$ cat src/rtl/draw_rect_pkg.sv
// Shared types and defaults for the draggable-rectangle motion controller.
package draw_rect_pkg;

    typedef enum logic [1:0] {
        IDLE = 2'd0,
        FALL = 2'd1,
        RISE = 2'd2,
        STOP = 2'd3
    } state_t;

    localparam int FRAC_BITS       = 8;
    localparam int DEF_V_SIZE      = 600;
    localparam int DEF_RECT_HEIGHT = 65;
    localparam int DEF_ACCEL       = 256;

endpackage

$ cat src/rtl/draw_rect_tick.sv
// Free-running strobe divider: one-cycle pulse every DIV clock cycles.
module draw_rect_tick #(
    parameter int DIV = 40000
) (
    input  logic clk,
    input  logic rst,
    output logic tick
);

    localparam int CW = (DIV > 1) ? $clog2(DIV) : 1;

    logic [CW-1:0] cnt;

    always_ff @(posedge clk or negedge rst) begin
        if (!rst) begin
            cnt  <= '0;
            tick <= 1'b0;
        end else if (cnt == CW'(DIV - 1)) begin
            cnt  <= '0;
            tick <= 1'b1;
        end else begin
            cnt  <= cnt + 1'b1;
            tick <= 1'b0;
        end
    end

endmodule

$ cat src/rtl/draw_rect_ctl.sv
// Rectangle motion controller: follows the mouse in IDLE, drops under gravity on click.
// Define DRAW_RECT_CTL_BOUNCE_EN to enable damped bouncing at the bottom limit.
module draw_rect_ctl
    import draw_rect_pkg::*;
#(
    parameter int CLK_FREQ_HZ = 40_000_000,
    parameter int TICK_HZ     = 1000,
    parameter int RECT_HEIGHT = DEF_RECT_HEIGHT,
    parameter int V_SIZE      = DEF_V_SIZE,
    parameter int ACCEL       = DEF_ACCEL
) (
    input  logic        clk,
    input  logic        rst,
    input  logic        mouse_left,
    input  logic [11:0] mouse_xpos,
    input  logic [11:0] mouse_ypos,
    output logic [11:0] xpos,
    output logic [11:0] ypos
);

    localparam logic [11:0] YMAX    = 12'(V_SIZE - RECT_HEIGHT);
    localparam logic [19:0] YMAX_FX = {YMAX, {FRAC_BITS{1'b0}}};
    localparam logic [19:0] ACC     = 20'(ACCEL);
    localparam logic [19:0] ACC2    = 20'(2 * ACCEL);

    state_t      state, state_nx;
    logic        left_d;
    logic        click;
    logic        tick;
    logic [19:0] y_fx, y_nx;
    logic [19:0] v, v_nx;
    logic [11:0] xpos_nx;
    logic [20:0] y_sum;
    logic [19:0] v_inc;

    draw_rect_tick #(
        .DIV(CLK_FREQ_HZ / TICK_HZ)
    ) u_tick (
        .clk  (clk),
        .rst  (rst),
        .tick (tick)
    );

    assign click = mouse_left & ~left_d;
    assign y_sum = {1'b0, y_fx} + {1'b0, v};
    assign v_inc = v + ACC;
    assign ypos  = y_fx[19:8];

`ifdef DRAW_RECT_CTL_BOUNCE_EN
    logic [20:0] y_diff;
    assign y_diff = {1'b0, y_fx} - {1'b0, v};

    function automatic logic [19:0] damp(input logic [19:0] vel);
        return vel - (vel >> 2);
    endfunction

    // Upward motion that would cross the top edge stops at line 0.
    function automatic logic [19:0] sat_floor(input logic [20:0] d);
        return d[20] ? 20'd0 : d[19:0];
    endfunction
`endif

    always_ff @(posedge clk or negedge rst) begin
        if (!rst) begin
            state  <= IDLE;
            left_d <= 1'b0;
            xpos   <= '0;
            y_fx   <= '0;
            v      <= '0;
        end else begin
            state  <= state_nx;
            left_d <= mouse_left;
            xpos   <= xpos_nx;
            y_fx   <= y_nx;
            v      <= v_nx;
        end
    end

    always_comb begin
        state_nx = state;
        xpos_nx  = xpos;
        y_nx     = y_fx;
        v_nx     = v;
        case (state)
            IDLE: begin
                xpos_nx = mouse_xpos;
                y_nx    = {mouse_ypos, {FRAC_BITS{1'b0}}};
                if (click) begin
                    v_nx = '0;
                    if (mouse_ypos >= YMAX) begin
                        y_nx     = YMAX_FX;
                        state_nx = STOP;
                    end else begin
                        state_nx = FALL;
                    end
                end
            end
            FALL: begin
                if (tick) begin
                    v_nx = v_inc;
                    if (y_sum >= {1'b0, YMAX_FX}) begin
                        y_nx = YMAX_FX;
`ifdef DRAW_RECT_CTL_BOUNCE_EN
                        v_nx     = damp(v_inc);
                        state_nx = (v_nx < ACC2) ? STOP : RISE;
`else
                        state_nx = STOP;
`endif
                    end else begin
                        y_nx = y_sum[19:0];
                    end
                end
            end
`ifdef DRAW_RECT_CTL_BOUNCE_EN
            RISE: begin
                if (tick) begin
                    y_nx = sat_floor(y_diff);
                    // Apex reached once the decremented speed would be <= ACCEL.
                    if (v <= ACC2 || y_diff[20]) begin
                        v_nx     = '0;
                        state_nx = FALL;
                    end else begin
                        v_nx = v - ACC;
                    end
                end
            end
`endif
            STOP: begin
                y_nx = YMAX_FX;
                if (click) begin
                    state_nx = IDLE;
                end
            end
            default: state_nx = IDLE;
        endcase
    end

endmodule

$ cat config.mk
export PLATFORM = sky130hd
export DESIGN_NAME = draw_rect_ctl
export DESIGN_NICKNAME = d
export VERILOG_FILES = /design/src/rtl/draw_rect_pkg.sv /design/src/rtl/draw_rect_tick.sv /design/src/rtl/draw_rect_ctl.sv
export SDC_FILE = /design/constraint.sdc
export NUM_CORES = 1
export LEC_CHECK = 0
export BUFFER_PORTS_ARGS = -buffer_cell sky130_fd_sc_hd__buf_2
export CELL_PAD_IN_SITES_DETAIL_PLACEMENT = 1
export CELL_PAD_IN_SITES_GLOBAL_PLACEMENT = 1
export CORE_MARGIN = 2
export CORE_UTILIZATION = 30
export CTS_BUF_LIST = sky130_fd_sc_hd__clkbuf_2
export DETAILED_ROUTE_END_ITERATION = 8
export PLACE_DENSITY_LB_ADDON = 0.3
export SLEW_MARGIN = 20
export SYNTH_ARGS = -nofsm -noshare
export SYNTH_HDL_FRONTEND = slang
export SYNTH_SLANG_ARGS = --single-unit
$ cat constraint.sdc
create_clock -name clk -period 2.5 [get_ports clk]
set_clock_uncertainty 0.15 [all_clocks]
set_input_delay 0 -clock clk [delete_from_list [all_inputs] [get_ports clk]]
set_output_delay 0 -clock clk [all_outputs]
set_load 0.01 [all_outputs]
==> impl_metrics.env, run 1 <==
export IMPL_outcome="finished with violations"
export IMPL_violations="setup timing"
export IMPL_cts_buffers=5
export IMPL_placed_area_sq_um=3880
export IMPL_ys_ff_latch=56
export IMPL_final_cell_count_no_fill=574
export IMPL_crit_arrival_ns=2.97
export IMPL_vias=2750
export IMPL_clock_latency_ns=0.51
export IMPL_clk_pin_slew_ns=0.34
export IMPL_cts_sinks=56
export IMPL_maxSlewViolCount=0
export IMPL_maxCapViolations=0
export IMPL_fin_ws_ns=-0.170
export IMPL_die_height_um=107
export IMPL_htreeDepth=2
export IMPL_min_delay_path_class="in -> reg"
export IMPL_io_buffer_count=50
export IMPL_final_hold_viol_count=0
export IMPL_viasPerCell=4.79
export IMPL_worst_path_max_fanout=5
export IMPL_ff_latch_area_sq_um=1400
export IMPL_hold_slack_ns=0.108
export IMPL_routed_wl_um=8950
export IMPL_ant_nets=0
export IMPL_relSlewSlack=0.617
export IMPL_drive_gt1_frac=0.388
export IMPL_synth_top_area_cell="dfrtp_1"
export IMPL_firstDrtPassIters=4
export IMPL_synth_enable_flop_cells=0
export IMPL_num_io_pins=51
export IMPL_fin_setup_tns_ns=-0.903
export IMPL_coreArea_sq_um=10300
export IMPL_synth_area_sq_um=3150
export IMPL_crit_path_end_kind="flip-flop"
export IMPL_rsz0062_at_grt="yes"
export IMPL_highest_layer="met4"
export IMPL_nets=478
export IMPL_postLayoutCellArea_sq_um=4470
export IMPL_clk_path_buf_depth=2
export IMPL_ir_drop_uv=389
export IMPL_setup_viol_count_final=8
export IMPL_ys_seq_area_frac=0.444
export IMPL_fin_util=0.435
export IMPL_multi_input_area_sq_um=1810
export IMPL_route_met2_wl_um=4410
export IMPL_finalPower_mw=3.69
export IMPL_wl_met3_um=284
export IMPL_dp_hpwl_um=6430
export IMPL_fmax_ghz=0.374
export IMPL_place_congestion=0.858
export IMPL_grt_pass1_vias=3022
export IMPL_synth_area_leaders="dfrtp_1, ha_1, xor2_1"
export IMPL_worstSetupPathType="reg -> reg"
export IMPL_num_rows=37
export IMPL_drt_iter0_markers=76
export IMPL_postSynthCellCount=314
export IMPL_area_growth_pct=41.8
export IMPL_grtUsageTotal=0.166
export IMPL_synth_top_area_share=0.444
export IMPL_place_ws_ns=-0.208
export IMPL_antenna_found_initial=0
export IMPL_grt_pass1_wl_um=14800
export IMPL_worst_slew_pin_slew_ns=0.574
export IMPL_synth_flop_cell="dfrtp_1"
export IMPL_cts_root_buffer="clkbuf_2"
export IMPL_ys_warn_count=0
export IMPL_die_area_sq_um=11400
export IMPL_powerDensity_nw_per_um2=824
export IMPL_detail_route_drc_violations=0
export IMPL_worst_ep_required_time_ns=2.80
export IMPL_grt_max_degree=43
export IMPL_antenna_diode_count=0
export IMPL_period_share=1.07
export IMPL_syn_nets=355
export IMPL_synth_async_sr_flop_share=1.00
export IMPL_synth_area_per_cell_sq_um=10.0
export IMPL_die_width_um=107
export IMPL_tritoncts="built"
export IMPL_met1_length_um=4150
export IMPL_wl_per_cell_um=15.6
export IMPL_grt_ovfl_total=0
export IMPL_dp_cells=529
export IMPL_start_kind="flip-flop"
export IMPL_synth_cell_types=55
export IMPL_min_period_ns=2.67
export IMPL_p_leak_nw=2.11
export IMPL_fillerInstances=1181
export IMPL_initial_utilization=0.307
## flip-flops by register name (all words and copies together), names as in the netlist
signal       count
v               12
state            2
u_tick.cnt      16
u_tick.tick      1
left_d           1
xpos            12
y_fx            12
## path summary, 6_finish.rpt
path	start	end	slack, ns	cells after the start
setup / recovery	v[12]	state[0]	-0.17	10
hold / removal	mouse_xpos[9]	xpos[9]	0.11	3
setup reg to reg	v[12]	state[0]	-0.17	10
hold reg to reg	u_tick.cnt[0]	u_tick.cnt[0]	0.33	1
max in group asynchronous	rst	xpos[10]	1.25	4
min in group asynchronous	rst	y_fx[12]	0.34	3
## critical path: stages, from the launching register on
cell and delay, ns:
dfrtp_1 0.49, ha_4 0.28, buf_4 0.12, buf_4 0.13, and2_1 0.16, o211a_1 0.14, a211o_1 0.14, o2111ai_4 0.13
nor4bb_4 0.40, a2111oi_2 0.12, or3b_1 0.35
## where the power goes
part	switching [mW]	internal, mW
clock	0.320	0.178
combinational	0.995	0.945
sequential	0.148	1.10
total	1.46	2.22
## area by class of cell
type / instances / share of cell area
Multi-Input combinational cell: 229 / 0.405
Sequential cell: 56 / 0.313
Timing Repair Buffer: 138 / 0.222
Tap cell: 136 / 0.0380
Clock inverter: 2 / 0.00867
Clock buffer: 6 / 0.00671
Inverter: 7 / 0.00587
## kinds of logic (layout without fill, tap and decap cells)
group,Yosys count,in the layout,synth area share
muxes,15,15,0.0532
and+or+nand+nor,115,115,0.184
DFF,56,56,0.444
adders and majority gates,14,14,0.0555
AOI/OAI and AO/OA,56,56,0.130
buffers and inverters,29,153,0.0520
xor gates and xnor gates,29,29,0.0805
## layer usage
metal | vias up | GRT usage
met1 | 1352 | 0.215
met2 | 53 | 0.291
met5 | - | 0
met3 | 6 | 0.0319
li1 | 1339 | -
met4 | 0 | 0.0315
## layout by cell type (no fill, tap or decap), types with 3 or more instances in the layout
| master | count |
|---|---|
| ha_4 | 4 |
| o21ai_2 | 5 |
| and3_1 | 5 |
| inv_1 | 7 |
| mux2_2 | 14 |
| nand4_1 | 6 |
| nand2_1 | 24 |
| a211o_1 | 3 |
| nor3_1 | 4 |
| nor2b_1 | 3 |
| nor2_1 | 38 |
| dfrtp_1 | 56 |
| a31oi_1 | 3 |
| buf_4 | 58 |
| nand3_1 | 10 |
| or2_2 | 3 |
| dlygate4sd3_1 | 29 |
| xor2_1 | 17 |
| o31a_1 | 3 |
| ha_1 | 9 |
| buf_2 | 49 |
| clkbuf_2 | 6 |
| a21oi_1 | 9 |
| o21ai_0 | 9 |
| xnor2_1 | 9 |
## Yosys cell counts, types with 2 or more instances
master     n
dfrtp_1   56
nor2_1    39
nand2_1   25
xor2_1    19
ha_1      14
mux2_2    14
buf_4     12
a21oi_1   11
nand3_1   11
o21ai_0   11
xnor2_1   10
clkbuf_1   7
inv_1      7
nand4_1    6
and3_1     5
nor3_1     5
a211o_1    3
a21o_1     3
a31oi_1    3
and2_1     3
nor2b_1    3
o31a_1     3
or2_2      3
a211oi_1   2
a221oi_1   2
clkbuf_2   2
nand2b_1   2
nand4b_1   2
nor4b_1    2
o21a_1     2
o21ai_1    2
or3_1      2
## what timing repair did
action                     CTS  global route
pin swaps                    6             7
setup endpoints to repair    8            12
buffers inserted             5             4
hold buffers                28             1
hold endpoints to repair    77            40
gates resized for setup      7            27
Note: power is estimated with default switching activity, not from simulation.
==> inputs of run 2 (changes only) <==
--- a/config.mk
+++ b/config.mk
@@ -12,6 +12,7 @@
 export CORE_UTILIZATION = 30
 export CTS_BUF_LIST = sky130_fd_sc_hd__clkbuf_2
 export DETAILED_ROUTE_END_ITERATION = 8
+export MAX_ROUTING_LAYER = met4
 export PLACE_DENSITY_LB_ADDON = 0.3
 export SLEW_MARGIN = 20
 export SYNTH_ARGS = -nofsm -noshare
==> run 2 against run 1 <==
Compared with the run above:
- the flow still finishes with violations (setup timing)
- power decreased by 0.14%
- die area unchanged
- sequential cell count unchanged
- sequential power about the same
- critical path type unchanged
- final cell count unchanged
==> impl_metrics.env, run 2 (synthesis gave the netlist of run 1 again) <==
export IMPL_antenna_diode_count=0
export IMPL_cts_root_buffer="clkbuf_2"
export IMPL_cts_buffers=5
export IMPL_clk_path_buf_depth=2
export IMPL_initial_utilization=0.307
export IMPL_mostFrequentLayoutCells="buf_4, dfrtp_1, buf_2"
export IMPL_worst_ep_required_time_ns=2.79
export IMPL_firstDrtPassIters=4
export IMPL_grt_pass1_wl_um=14800
export IMPL_relSlewSlack=0.619
export IMPL_layout_commonest_cell="buf_4"
export IMPL_ant_nets=0
export IMPL_crit_buf_inv=0
export IMPL_critPathCapture="state[0]"
export IMPL_place_ws_ns=-0.208
export IMPL_num_io_pins=51
export IMPL_antenna_found_initial=0
export IMPL_routed_wl_um=8940
export IMPL_viasPerCell=4.82
export IMPL_cp_cell_sequence="ha_4 -> a21o_1 -> a22oi_2 -> a211o_1 -> o2111ai_4 -> nor4bb_4 -> a2111oi_2 -> or3b_1"
export IMPL_min_delay_path_class="in -> reg"
export IMPL_maxCapViolations=0
export IMPL_coreArea_sq_um=10300
export IMPL_die_area_sq_um=11400
export IMPL_fmax_ghz=0.376
export IMPL_io_buffer_count=50
export IMPL_place_congestion=0.872
export IMPL_die_height_um=107
export IMPL_vias=2769
export IMPL_slowest_delay_ns=0.49
export IMPL_worst_slew_pin_slew_ns=0.571
export IMPL_powerDensity_nw_per_um2=823
export IMPL_ff2ff_setup_slack_ns=-0.16
export IMPL_worstSetupPathType="reg -> reg"
export IMPL_clock_latency_ns=0.49
export IMPL_maxSlewViolCount=0
export IMPL_cp_num_cells=8
export IMPL_nets=478
export IMPL_fin_util=0.435
export IMPL_crit_start="y_fx[11]"
export IMPL_grtUsageTotal=0.171
export IMPL_rsz0062_at_grt="yes"
export IMPL_cts_sinks=56
export IMPL_violations="setup timing"
export IMPL_grt_max_degree=43
export IMPL_crit_family="compound AO/OA/AOI/OAI gates"
export IMPL_start_kind="flip-flop"
export IMPL_largest_reg_flops=16
export IMPL_min_period_ns=2.66
export IMPL_crit_path_end_kind="flip-flop"
export IMPL_rr_startpoint="y_fx[11]"
export IMPL_r2r_end="state[0]"
export IMPL_area_growth_pct=41.8
export IMPL_tritoncts="built"
export IMPL_ir_drop_uv=389
export IMPL_grt_ovfl_total=0
export IMPL_setup_viol_count_final=8
export IMPL_p_leak_nw=2.11
export IMPL_regMostFlops="u_tick.cnt"
export IMPL_crit_arrival_ns=2.95
export IMPL_drt_iter0_markers=80
export IMPL_clk_pin_slew_ns=0.34
export IMPL_period_share=1.06
export IMPL_die_width_um=107
export IMPL_final_hold_viol_count=0
export IMPL_grt_pass1_vias=3019
export IMPL_outcome="finished with violations"
export IMPL_num_rows=37
export IMPL_dp_hpwl_um=6430
export IMPL_htreeDepth=2
export IMPL_drive_gt1_frac=0.388
export IMPL_critical_path_slowest_cell="dfrtp_1"
export IMPL_fin_ws_ns=-0.156
export IMPL_worst_path_max_fanout=5
export IMPL_detail_route_drc_violations=0
export IMPL_wl_per_cell_um=15.6
export IMPL_r2r_worst_path_cells=8
-- run 2: cell counts in the layout (fill, tap and decap cells not counted) --
No cell type changed its count.
-- run 2: tightest hold or removal path, stage by stage --
cell	delay (ns)
dlygate4sd3_1	0.51
buf_2	0.09
mux2_2	0.13
-- run 2: how the worst min path moves through the flow --
stage / from / endpoint / slack (ns) / cells after the start
CTS: rst / v[12] / 0.03 / 2
global placement: mouse_left / left_d / -0.009 / 1
floorplan: rst / left_d / -0.45 / 0
finish: mouse_xpos[9] / xpos[9] / 0.12 / 3
detailed placement: mouse_left / left_d / 0.0004 / 1
global route: mouse_xpos[5] / xpos[5] / 0.09 / 3
-- run 2: final cells by class --
cell class	instances	area [sq um]
fill	1181	5800
multi-input combinational	229	1810
sequential	56	1400
timing repair buffer	138	993
tap	136	170
clock inverter	2	38.8
clock buffer	6	30.0
inverter	7	26.3
-- run 2: per-stage QoR --
step	setup TNS, ns	cell area [sq um]	total power, mW	hold WS (ns)	instances
2_1_floorplan	-0.00720	3210	2.31	-0.446	314
3_3_place_gp	-0.444	3880	2.90	-0.00861	529
3_5_place_dp	-0.712	3880	2.95	0.000433	529
4_1_cts	-0.833	4300	3.56	0.0291	570
5_1_grt	-2.05	4470	3.94	0.0855	574
6_report	-0.851	4470	3.68	0.118	574
-- run 2: what timing repair did --
item	CTS	global route
resized for setup	7	27
pin swaps	6	7
buffers inserted	5	4
hold buffers	28	1
setup endpoints to repair	8	12
endpoints found under the hold margin	77	40
-- run 2: metal layers --
layer | track usage | wire [um]
met5 | - | 0
met4 | 0.0315 | 96
met3 | 0.0307 | 283
met2 | 0.291 | 4440
met1 | 0.216 | 4130
-- run 2: power by group --
| part | internal [mW] | switching, mW | total [mW] |
|---|---|---|---|
| clock network | 0.178 | 0.315 | 0.493 |
| logic | 0.945 | 0.995 | 1.94 |
| registers | 1.10 | 0.148 | 1.25 |
==> inputs of run 3 (changes only) <==
--- a/config.mk
+++ b/config.mk
@@ -9,7 +9,7 @@
 export CELL_PAD_IN_SITES_DETAIL_PLACEMENT = 1
 export CELL_PAD_IN_SITES_GLOBAL_PLACEMENT = 1
 export CORE_MARGIN = 2
-export CORE_UTILIZATION = 30
+export CORE_UTILIZATION = 41
 export CTS_BUF_LIST = sky130_fd_sc_hd__clkbuf_2
 export DETAILED_ROUTE_END_ITERATION = 8
 export MAX_ROUTING_LAYER = met4
==> run 3 against run 2 <==
Compared with the run above:
- the run still ends with setup timing left
- die area fell by 26%
- sequential share of layout area rose by 0.74 points
- utilization up 16 points
==> impl_metrics.env, run 3 (synthesis gave the netlist of run 1 again) <==
export IMPL_dp_hpwl_um=6500
export IMPL_outcome="finished with violations"
export IMPL_crit_start="y_fx[9]"
export IMPL_maxSlewViolCount=0
export IMPL_min_period_ns=2.77
export IMPL_setup_viol_count_final=7
export IMPL_htreeDepth=2
export IMPL_min_from="mouse_xpos[11]"
export IMPL_initial_utilization=0.428
export IMPL_ant_nets=0
export IMPL_maxCapViolations=0
export IMPL_viasPerCell=5.28
export IMPL_tritoncts="built"
export IMPL_crit_path_end_kind="flip-flop"
export IMPL_r2r_worst_path_cells=9
export IMPL_firstDrtPassIters=6
export IMPL_ir_drop_uv=613
export IMPL_vias=2822
export IMPL_finalPower_mw=3.56
export IMPL_nets=475
export IMPL_num_rows=31
export IMPL_layout_commonest_cell="dfrtp_1"
export IMPL_multi_input_area_sq_um=1800
export IMPL_rsz0062_at_grt="yes"
export IMPL_coreArea_sq_um=7370
export IMPL_clk_pin_slew_ns=0.29
export IMPL_powerDensity_nw_per_um2=815
export IMPL_routed_wl_um=9690
export IMPL_grt_pass1_vias=3077
export IMPL_crit_arrival_ns=3.01
export IMPL_ff_latch_area_sq_um=1400
export IMPL_drt_iter0_markers=80
export IMPL_start_kind="flip-flop"
export IMPL_clock_latency_ns=0.46
export IMPL_min_delay_path_class="in -> reg"
export IMPL_fmax_ghz=0.361
export IMPL_die_width_um=91.7
export IMPL_die_area_sq_um=8410
export IMPL_grtUsageTotal=0.238
export IMPL_drive_gt1_frac=0.375
export IMPL_worst_path_max_fanout=6
export IMPL_largest_reg_flops=16
export IMPL_placed_area_sq_um=3800
export IMPL_grt_ovfl_total=0
export IMPL_antenna_found_initial=0
export IMPL_period_share=1.11
export IMPL_final_hold_viol_count=0
export IMPL_grt_max_degree=32
export IMPL_min_path_cells=3
export IMPL_num_io_pins=51
export IMPL_die_height_um=91.7
export IMPL_rr_startpoint="y_fx[9]"
export IMPL_antenna_diode_count=0
export IMPL_fin_ws_ns=-0.273
export IMPL_io_buffer_count=50
export IMPL_relSlewSlack=0.741
export IMPL_cts_buffers=5
export IMPL_regMostFlops="u_tick.cnt"
export IMPL_area_growth_pct=38.6
export IMPL_cts_root_buffer="clkbuf_2"
export IMPL_p_leak_nw=2.07
export IMPL_clk_path_buf_depth=2
export IMPL_cts_sinks=56
export IMPL_worstSetupPathType="reg -> reg"
export IMPL_detail_route_drc_violations=0
export IMPL_place_congestion=0.890
export IMPL_worst_slew_pin_slew_ns=0.387
export IMPL_wl_per_cell_um=18.1
export IMPL_fillerInstances=852
export IMPL_postLayoutCellArea_sq_um=4370
export IMPL_place_ws_ns=-0.212
export IMPL_mostFrequentLayoutCells="dfrtp_1, buf_4, buf_2"
export IMPL_worst_ep_required_time_ns=2.74
export IMPL_violations="setup timing"
export IMPL_grt_pass1_wl_um=15300
[run 3: changes by cell type in the layout (fill, tap and decap cells not counted), sizes merged]
cell         delta
clkinv          +2
bufinv          -1
clkbuf          -1
dlygate4sd3     -1
buf             -2
[run 3: worst paths after layout]
path / end / slack (ns)
max: state[0] / -0.27
min: xpos[11] / 0.14
max reg2reg: state[0] / -0.27
min reg2reg: u_tick.cnt[0] / 0.34
max in group asynchronous: u_tick.tick / 1.50
min in group asynchronous: y_fx[13] / 0.51
[run 3: metal layers]
metal | vias up | wire [um] | track usage
li1 | 1337 | - | -
met1 | 1418 | 4170 | 0.288
met2 | 61 | 5170 | 0.426
met3 | 6 | 280 | 0.0255
met4 | 0 | 74 | 0.0609
met5 | - | 0 | -
[run 3: layout make-up]
| cell class | count | area share |
|---|---|---|
| clock buffer | 5 | 0.00573 |
| inverter | 7 | 0.00601 |
| multi-input combinational | 229 | 0.412 |
| clock inverter | 3 | 0.00401 |
| timing repair buffer | 135 | 0.223 |
| sequential | 56 | 0.321 |
| tap | 99 | 0.0283 |
[run 3: metrics by stage]
| step | cells | TNS [ns] | hold WS (ns) | util |
|---|---|---|---|---|
| after floorplan | 314 | -0.00720 | -0.446 | - |
| after global placement | 487 | -0.251 | -0.0340 | 0.516 |
| after detailed placement | 487 | -0.775 | -0.0233 | 0.516 |
| after CTS | 529 | -0.619 | 0.0756 | 0.579 |
| after global routing | 534 | -2.21 | 0.114 | 0.593 |
| final | 534 | -1.18 | 0.140 | 0.593 |
[run 3: power by group]
part	total, mW	internal (mW)	switching [mW]
registers	1.27	1.10	0.168
logic	1.92	0.935	0.989
clock network	0.367	0.0689	0.298
[run 3: what timing repair did]
| action | CTS | global route |
|---|---|---|
| hold endpoints to repair | 93 | 0 |
| endpoints found under the setup margin | 10 | 10 |
| hold buffers | 29 | 0 |
| pin swaps | 10 | 9 |
| setup buffers | 5 | 5 |
| resized for setup | 13 | 17 |
| cloned | 0 | 0 |
[run 3: worst max-delay path, stage by stage, from the launching register on]
cell and delay (ns):
dfrtp_1 0.50, ha_4 0.28, a21o_4 0.23, a22oi_2 0.20, buf_6 0.16, a211o_1 0.13
o2111ai_2 0.13, nor4bb_4 0.44, a2111oi_4 0.13, or3b_1 0.36
